$ cat src/rtl/id_ex_stage_reg_if.sv
// ID/EX stage bundle: decoded fields entering the stage plus their registered copies.
interface id_ex_stage_reg_if #(
  parameter int DW    = 32,
  parameter int CNT_W = 16
);
  logic             freeze;
  logic             flush;
  logic [DW-1:0]    pc_in;
  logic [DW-1:0]    val_rn_in;
  logic [DW-1:0]    val_rm_in;
  logic             imm_in;
  logic [11:0]      shift_op_in;
  logic [23:0]      simm24_in;
  logic [3:0]       dest_in;
  logic [3:0]       src1_in;
  logic [3:0]       src2_in;
  logic [3:0]       exe_cmd_in;
  logic             mem_r_in;
  logic             mem_w_in;
  logic             wb_en_in;
  logic             b_in;
  logic             s_in;
  logic             carry_in;

  logic [DW-1:0]    pc_out;
  logic [DW-1:0]    val_rn_out;
  logic [DW-1:0]    val_rm_out;
  logic             imm_out;
  logic [11:0]      shift_op_out;
  logic [23:0]      simm24_out;
  logic [3:0]       dest_out;
  logic [3:0]       src1_out;
  logic [3:0]       src2_out;
  logic [3:0]       exe_cmd_out;
  logic             mem_r_out;
  logic             mem_w_out;
  logic             wb_en_out;
  logic             b_out;
  logic             s_out;
  logic             carry_out;
  logic             valid_out;
  logic [CNT_W-1:0] bubble_cnt;

  // Decode side: drives the stage inputs, observes the registered copies.
  modport master (
    output freeze, flush, pc_in, val_rn_in, val_rm_in, imm_in, shift_op_in, simm24_in,
           dest_in, src1_in, src2_in, exe_cmd_in, mem_r_in, mem_w_in, wb_en_in, b_in,
           s_in, carry_in,
    input  pc_out, val_rn_out, val_rm_out, imm_out, shift_op_out, simm24_out,
           dest_out, src1_out, src2_out, exe_cmd_out, mem_r_out, mem_w_out, wb_en_out,
           b_out, s_out, carry_out, valid_out, bubble_cnt
  );

  // Pipeline register side.
  modport slave (
    input  freeze, flush, pc_in, val_rn_in, val_rm_in, imm_in, shift_op_in, simm24_in,
           dest_in, src1_in, src2_in, exe_cmd_in, mem_r_in, mem_w_in, wb_en_in, b_in,
           s_in, carry_in,
    output pc_out, val_rn_out, val_rm_out, imm_out, shift_op_out, simm24_out,
           dest_out, src1_out, src2_out, exe_cmd_out, mem_r_out, mem_w_out, wb_en_out,
           b_out, s_out, carry_out, valid_out, bubble_cnt
  );
endinterface

$ cat src/rtl/id_ex_stage_reg.sv
// ID/EX pipeline register with stall hold, flush bubble and a saturating bubble counter.
//
//   state     | meaning
//   ----------+------------------------------------------------
//   ST_BUBBLE | EX holds a NOP; all captured fields are zero
//   ST_VALID  | EX holds a real instruction loaded from decode
//
// Flush beats freeze beats load. A flush zeroes every captured field, so
// the control bits are automatically clear whenever the stage is a bubble.
module id_ex_stage_reg #(
  parameter int DW    = 32,
  parameter int CNT_W = 16
) (
  input  logic             clk,
  input  logic             rst,
  id_ex_stage_reg_if.slave bus
);

  localparam int PW = 3 * DW + 59;

  typedef enum logic [0:0] {
    ST_BUBBLE = 1'b0,
    ST_VALID  = 1'b1
  } state_t;

  state_t           r_state;
  state_t           w_state_nxt;
  logic [PW-1:0]    r_pipe;
  logic [PW-1:0]    w_pipe_in;
  logic [CNT_W-1:0] r_bubble_cnt;
  logic             w_cnt_sat;

  assign w_pipe_in = {bus.pc_in, bus.val_rn_in, bus.val_rm_in, bus.imm_in, bus.shift_op_in,
                      bus.simm24_in, bus.dest_in, bus.src1_in, bus.src2_in, bus.exe_cmd_in,
                      bus.mem_r_in, bus.mem_w_in, bus.wb_en_in, bus.b_in, bus.s_in,
                      bus.carry_in};

  // Capture decode fields; flush loads all zeros, freeze keeps the current instruction.
  always_ff @(posedge clk or negedge rst) begin
    if (!rst)
      r_pipe <= '0;
    else if (bus.flush)
      r_pipe <= '0;
    else if (!bus.freeze)
      r_pipe <= w_pipe_in;
  end

  // Valid/bubble state register.
  always_ff @(posedge clk or negedge rst) begin
    if (!rst)
      r_state <= ST_BUBBLE;
    else
      r_state <= w_state_nxt;
  end

  // Next state follows the same flush > freeze > load priority as the data.
  always_comb begin
    w_state_nxt = r_state;
    if (bus.flush)
      w_state_nxt = ST_BUBBLE;
    else if (!bus.freeze)
      w_state_nxt = ST_VALID;
  end

  assign w_cnt_sat = (r_bubble_cnt == {CNT_W{1'b1}});

  // Count every stalled or flushed edge, sticking at all-ones instead of wrapping.
  always_ff @(posedge clk or negedge rst) begin
    if (!rst)
      r_bubble_cnt <= '0;
    else if ((bus.flush || bus.freeze) && !w_cnt_sat)
      r_bubble_cnt <= r_bubble_cnt + {{(CNT_W-1){1'b0}}, 1'b1};
  end

  assign {bus.pc_out, bus.val_rn_out, bus.val_rm_out, bus.imm_out, bus.shift_op_out,
          bus.simm24_out, bus.dest_out, bus.src1_out, bus.src2_out, bus.exe_cmd_out,
          bus.mem_r_out, bus.mem_w_out, bus.wb_en_out, bus.b_out, bus.s_out,
          bus.carry_out} = r_pipe;

  assign bus.valid_out  = (r_state == ST_VALID);
  assign bus.bubble_cnt = r_bubble_cnt;

endmodule

$ cat src/flat_wrapper.sv
// flat-port wrapper written by rule: the top's interface ports become plain ports
module id_ex_stage_reg_flat 
#(
  parameter int DW    = 32,
  parameter int CNT_W = 16
)
  (clk, rst, bus_freeze, bus_flush, bus_pc_in, bus_val_rn_in, bus_val_rm_in, bus_imm_in, bus_shift_op_in, bus_simm24_in, bus_dest_in, bus_src1_in, bus_src2_in, bus_exe_cmd_in, bus_mem_r_in, bus_mem_w_in, bus_wb_en_in, bus_b_in, bus_s_in, bus_carry_in, bus_pc_out, bus_val_rn_out, bus_val_rm_out, bus_imm_out, bus_shift_op_out, bus_simm24_out, bus_dest_out, bus_src1_out, bus_src2_out, bus_exe_cmd_out, bus_mem_r_out, bus_mem_w_out, bus_wb_en_out, bus_b_out, bus_s_out, bus_carry_out, bus_valid_out, bus_bubble_cnt);
  id_ex_stage_reg_if #(.DW(DW), .CNT_W(CNT_W)) bus_i ();
  input  logic clk;
  input  logic rst;
  input wire logic [$bits(bus_i.freeze)-1:0] bus_freeze;
  input wire logic [$bits(bus_i.flush)-1:0] bus_flush;
  input wire logic [$bits(bus_i.pc_in)-1:0] bus_pc_in;
  input wire logic [$bits(bus_i.val_rn_in)-1:0] bus_val_rn_in;
  input wire logic [$bits(bus_i.val_rm_in)-1:0] bus_val_rm_in;
  input wire logic [$bits(bus_i.imm_in)-1:0] bus_imm_in;
  input wire logic [$bits(bus_i.shift_op_in)-1:0] bus_shift_op_in;
  input wire logic [$bits(bus_i.simm24_in)-1:0] bus_simm24_in;
  input wire logic [$bits(bus_i.dest_in)-1:0] bus_dest_in;
  input wire logic [$bits(bus_i.src1_in)-1:0] bus_src1_in;
  input wire logic [$bits(bus_i.src2_in)-1:0] bus_src2_in;
  input wire logic [$bits(bus_i.exe_cmd_in)-1:0] bus_exe_cmd_in;
  input wire logic [$bits(bus_i.mem_r_in)-1:0] bus_mem_r_in;
  input wire logic [$bits(bus_i.mem_w_in)-1:0] bus_mem_w_in;
  input wire logic [$bits(bus_i.wb_en_in)-1:0] bus_wb_en_in;
  input wire logic [$bits(bus_i.b_in)-1:0] bus_b_in;
  input wire logic [$bits(bus_i.s_in)-1:0] bus_s_in;
  input wire logic [$bits(bus_i.carry_in)-1:0] bus_carry_in;
  output wire logic [$bits(bus_i.pc_out)-1:0] bus_pc_out;
  output wire logic [$bits(bus_i.val_rn_out)-1:0] bus_val_rn_out;
  output wire logic [$bits(bus_i.val_rm_out)-1:0] bus_val_rm_out;
  output wire logic [$bits(bus_i.imm_out)-1:0] bus_imm_out;
  output wire logic [$bits(bus_i.shift_op_out)-1:0] bus_shift_op_out;
  output wire logic [$bits(bus_i.simm24_out)-1:0] bus_simm24_out;
  output wire logic [$bits(bus_i.dest_out)-1:0] bus_dest_out;
  output wire logic [$bits(bus_i.src1_out)-1:0] bus_src1_out;
  output wire logic [$bits(bus_i.src2_out)-1:0] bus_src2_out;
  output wire logic [$bits(bus_i.exe_cmd_out)-1:0] bus_exe_cmd_out;
  output wire logic [$bits(bus_i.mem_r_out)-1:0] bus_mem_r_out;
  output wire logic [$bits(bus_i.mem_w_out)-1:0] bus_mem_w_out;
  output wire logic [$bits(bus_i.wb_en_out)-1:0] bus_wb_en_out;
  output wire logic [$bits(bus_i.b_out)-1:0] bus_b_out;
  output wire logic [$bits(bus_i.s_out)-1:0] bus_s_out;
  output wire logic [$bits(bus_i.carry_out)-1:0] bus_carry_out;
  output wire logic [$bits(bus_i.valid_out)-1:0] bus_valid_out;
  output wire logic [$bits(bus_i.bubble_cnt)-1:0] bus_bubble_cnt;
  assign bus_i.freeze = bus_freeze;
  assign bus_i.flush = bus_flush;
  assign bus_i.pc_in = bus_pc_in;
  assign bus_i.val_rn_in = bus_val_rn_in;
  assign bus_i.val_rm_in = bus_val_rm_in;
  assign bus_i.imm_in = bus_imm_in;
  assign bus_i.shift_op_in = bus_shift_op_in;
  assign bus_i.simm24_in = bus_simm24_in;
  assign bus_i.dest_in = bus_dest_in;
  assign bus_i.src1_in = bus_src1_in;
  assign bus_i.src2_in = bus_src2_in;
  assign bus_i.exe_cmd_in = bus_exe_cmd_in;
  assign bus_i.mem_r_in = bus_mem_r_in;
  assign bus_i.mem_w_in = bus_mem_w_in;
  assign bus_i.wb_en_in = bus_wb_en_in;
  assign bus_i.b_in = bus_b_in;
  assign bus_i.s_in = bus_s_in;
  assign bus_i.carry_in = bus_carry_in;
  assign bus_pc_out = bus_i.pc_out;
  assign bus_val_rn_out = bus_i.val_rn_out;
  assign bus_val_rm_out = bus_i.val_rm_out;
  assign bus_imm_out = bus_i.imm_out;
  assign bus_shift_op_out = bus_i.shift_op_out;
  assign bus_simm24_out = bus_i.simm24_out;
  assign bus_dest_out = bus_i.dest_out;
  assign bus_src1_out = bus_i.src1_out;
  assign bus_src2_out = bus_i.src2_out;
  assign bus_exe_cmd_out = bus_i.exe_cmd_out;
  assign bus_mem_r_out = bus_i.mem_r_out;
  assign bus_mem_w_out = bus_i.mem_w_out;
  assign bus_wb_en_out = bus_i.wb_en_out;
  assign bus_b_out = bus_i.b_out;
  assign bus_s_out = bus_i.s_out;
  assign bus_carry_out = bus_i.carry_out;
  assign bus_valid_out = bus_i.valid_out;
  assign bus_bubble_cnt = bus_i.bubble_cnt;
  id_ex_stage_reg #(.DW(DW), .CNT_W(CNT_W)) u_core (.clk(clk), .rst(rst), .bus(bus_i));
endmodule
$ cat config.mk
export PLATFORM = sky130hd
export DESIGN_NAME = id_ex_stage_reg_flat
export DESIGN_NICKNAME = d
export VERILOG_FILES = /design/src/rtl/id_ex_stage_reg_if.sv /design/src/rtl/id_ex_stage_reg.sv /design/src/flat_wrapper.sv
export SDC_FILE = /design/constraint.sdc
export NUM_CORES = 1
export LEC_CHECK = 0
export CORE_MARGIN = 3
export CORE_UTILIZATION = 41
export CTS_CLUSTER_DIAMETER = 80
export DETAILED_ROUTE_END_ITERATION = 10
export HOLD_SLACK_MARGIN = 0.02
export PLACE_DENSITY = 0.8
export SKIP_CTS_REPAIR_TIMING = 1
export SLEW_MARGIN = 20
export SYNTH_ARGS = -nofsm -noshare
export SYNTH_HDL_FRONTEND = slang
export SYNTH_SLANG_ARGS = --single-unit
$ cat constraint.sdc
create_clock -name clk -period 2 [get_ports clk]
set_input_delay 0.5 -clock clk [delete_from_list [all_inputs] [get_ports clk]]
set_output_delay 0.5 -clock clk [all_outputs]
set_load 0.01 [all_outputs]
==> reports/metrics.yaml <==
status:
  outcome: "finished, final reports clean"
route:
  vias_per_cell: 4.837
  avgRoutedWirePerCell_um: 17.30
  wirelength_um: 19670
  route.detailed.drc: 0
  via_count: 5500
  drt-initial-drc-count: 233
  first_pass_iters: 4
  drtAntennaViolNets: 0
min_path:
  hp-class: "in2async"
setup_path:
  crit_start: "u_core.bus.bubble_cnt[4]$_DFFE_PN0P_"
  crit_buf_inv: 1
  r2r_cells: 4
  crit_cells: 1
  critPathMaxFanout: 5
  cpPeakStageDelay_ps: 580
  worstReg2RegEnd: "u_core.bus.bubble_cnt[5]$_DFFE_PN0P_"
  crit_family: "buffers and inverters"
  required_ps: 1500
  critPathCapture: "bus_bubble_cnt[4]"
  critPathKind: "reg2out"
  r2r_slack_ps: 280
  path_cells: "clkdlybuf4s50_1"
  worst_setup_path_start_kind: "register"
  critical_path.endpoint_type: "output port"
  worst_path_max_delay_cell: "clkdlybuf4s50_1"
  timing.rr.start: "u_core.bus.bubble_cnt[4]$_DFFE_PN0P_"
  cp_data_arrival_time_ps: 1440
synth:
  yosysWarnings: 0
  ys_ff_latch: 172
  synth_xor_area_share_pct: 1.623
  synth-compound-area-share_pct: 1.391
  ys_dominant_reg_cell: "dfrtp_1"
  syn-num-nets: 739
  synth_simple_gate_area_share_pct: 10.66
  synth-edff-count: 0
  synth.cell_area_mm2: 0.007017
  netlist-cell-type-count: 31
  synth.area.mux_share_pct: 22.33
  syn_area_per_cell_um2: 12.12
  synthAdderAreaFrac_pct: 0.1783
  synth-async-reset-ratio_pct: 100.0
  synth_top_family_by_area: "multiplexers"
  ys_seq_area_share_pct: 61.34
  netlist_instances: 579
finish:
  drive_gt1_share_pct: 5.780
  nets: 1064
  antennaDiodeCount: 0
  syn2layout_area_growth_pct: 58.90
place:
  place.gp.congestion: 0.8216
  io_buffers: 330
  hpwl_um: 14250
timing:
  skew_ps: 9.301
  finalSetupViolCount: 0
  rsz0062_at_grt: "no"
  worst_pin_slew_ps: 571.2
  finalHoldViolCount: 0
  finalCriticalPeriod_ps: 1939
  post-route-period-util_pct: 96.95
  fin_tns_setup_ps: 0
  slew_headroom_pct: 61.92
  finalMaxSlewViolations: 0
  fmax_mhz: 515.7
power:
  switching_power_uw: 2323
  seqPwrFrac_pct: 45.3
  p_int_uw: 6372
  peakVddDrop_mv: 0.5018
  pwr-share-clk_pct: 34.9
  p_sw_share_pct: 26.72
  power_density_mw_per_mm2: 779.9
  leakagePower_uw: 0.005211
  p_total_uw: 8696
  pwr-share-comb_pct: 19.8
floorplanning:
  rows: 47
  ioPinCount: 331
  start_util_pct: 42.16
  dieArea_mm2: 0.01872
  fp.dieH_um: 136.8
  die_w_um: 136.8
  core_mm2: 0.01664
clock_network:
  clkTransAtPathRegs_ps: 70
  h-tree-depth: 4
  clk_path_buf_depth: 2
  cts_tree: "yes"
  clk_latency_ps: 420
  cts.sink_count: 172
  numCtsBuffers: 17
  root_buffer: "clkbuf_16"
global_routing:
  grt_antenna_before_repair: 0
  grt_max_degree: 120
  grtUsageTotal_pct: 20.50
  grt_first_pass_wirelength_um: 29880
  grt_overflow: 0
  grt_pass1_vias: 5615
job:
  drv_cap: 0
cell type report:
class                   instances  area [µm²]
flip-flops and latches        172        4305
fillers                      1285        5493
clock inverters                12       88.84
multi-input cells             368        2539
repair buffers                342        3483
inverters                       3       11.26
clock buffers                  20       446.7
well taps                     220       275.3
cells in the mapped netlist, drive strengths merged, types with 2 or more instances:
cell type | count | area (µm²)
xor2 | 7 | 61.31
nor2 | 159 | 599.3
o21ai | 3 | 15.01
a21oi | 4 | 20.02
mux2i | 155 | 1551
and3 | 3 | 18.77
nor3 | 5 | 25.02
nand3 | 6 | 35.03
inv | 3 | 11.26
clkbuf | 19 | 71.32
xnor2 | 6 | 52.55
nand2 | 5 | 18.77
nor4 | 2 | 25.02
dfrtp | 172 | 4304
buf | 17 | 91.34
worst min path at each step:
| stage | endpoint | slack (ps) | cells past startpoint |
|---|---|---|---|
| finish | u_core.r_pipe[109]$_DFFE_PN0P_ | 10 | 1 |
| global route | u_core.r_pipe[145]$_DFFE_PN0P_ | 20 | 1 |
| CTS | u_core.r_pipe[139]$_DFFE_PN0P_ | 10 | 1 |
| detailed placement | u_core.r_pipe[139]$_DFFE_PN0P_ | 460 | 1 |
| global placement | u_core.r_pipe[139]$_DFFE_PN0P_ | 470 | 1 |
| floorplan | u_core.bus.bubble_cnt[0]$_DFFE_PN0P_ | 200 | 0 |
stage by stage:
| stage | hold WS [ps] | util [%] | setup slack, ps | instance area, µm² | instances |
|---|---|---|---|---|---|
| after floorplan | 204.4 | - | 373.3 | 7017 | 579 |
| after global placement | 466.2 | 63.77 | 316.0 | 10610 | 1105 |
| after global routing | 21.35 | 67.00 | 7.390 | 11150 | 1137 |
| after detailed placement | 464.0 | 63.77 | 296.3 | 10610 | 1105 |
| after CTS | 12.60 | 66.99 | 15.25 | 11150 | 1137 |
| final | 10.27 | 67.00 | 61.04 | 11150 | 1137 |
state kept, by name, indices dropped and copies added (netlist names):
register and count:
u_core.bus.valid_out 1, u_core.bus.bubble_cnt 16, u_core.r_pipe 155
kinds of logic after synthesis:
kind of cell,count (synthesis)
mux,156
flops,172
simple gates,184
xor+xnor,13
buf+inv,39
fa+ha+maj,1
compound gates,14
power by group through the flow:
stage,registers (µW),logic (µW),clock network (µW)
2_1_floorplan,4100,548,0
3_3_place_gp,3990,1710,0
3_5_place_dp,4000,1730,0
4_1_cts,3940,1750,3110
5_1_grt,3970,1860,3250
6_report,3940,1720,3040
cell usage in the layout (no fill, tap or decap), drive strengths merged, types with 3 or more instances in the layout:
| cell | Yosys | final |
|---|---|---|
| clkdlybuf4s50 | 0 | 327 |
| dfrtp | 172 | 172 |
| nor2 | 159 | 159 |
| mux2i | 155 | 155 |
| clkbuf | 19 | 21 |
| buf | 17 | 14 |
| xor2 | 7 | 7 |
| xnor2 | 6 | 6 |
| nand3 | 6 | 6 |
| inv | 3 | 6 |
| nand2 | 5 | 5 |
| nor3 | 5 | 5 |
| clkinv | 0 | 5 |
| a21oi | 4 | 4 |
| clkinvlp | 0 | 4 |
| and3 | 3 | 3 |
| o21ai | 3 | 3 |
metal layers:
layer	GRT usage [%]	up-vias	wire, µm
met4	7.317	0	408
met2	33.43	236	9380
li1	-	2591	-
met1	24.46	2647	7709
met3	8.529	26	2173
met5	0	-	0
No activity file was read; power rests on OpenSTA's default activity.
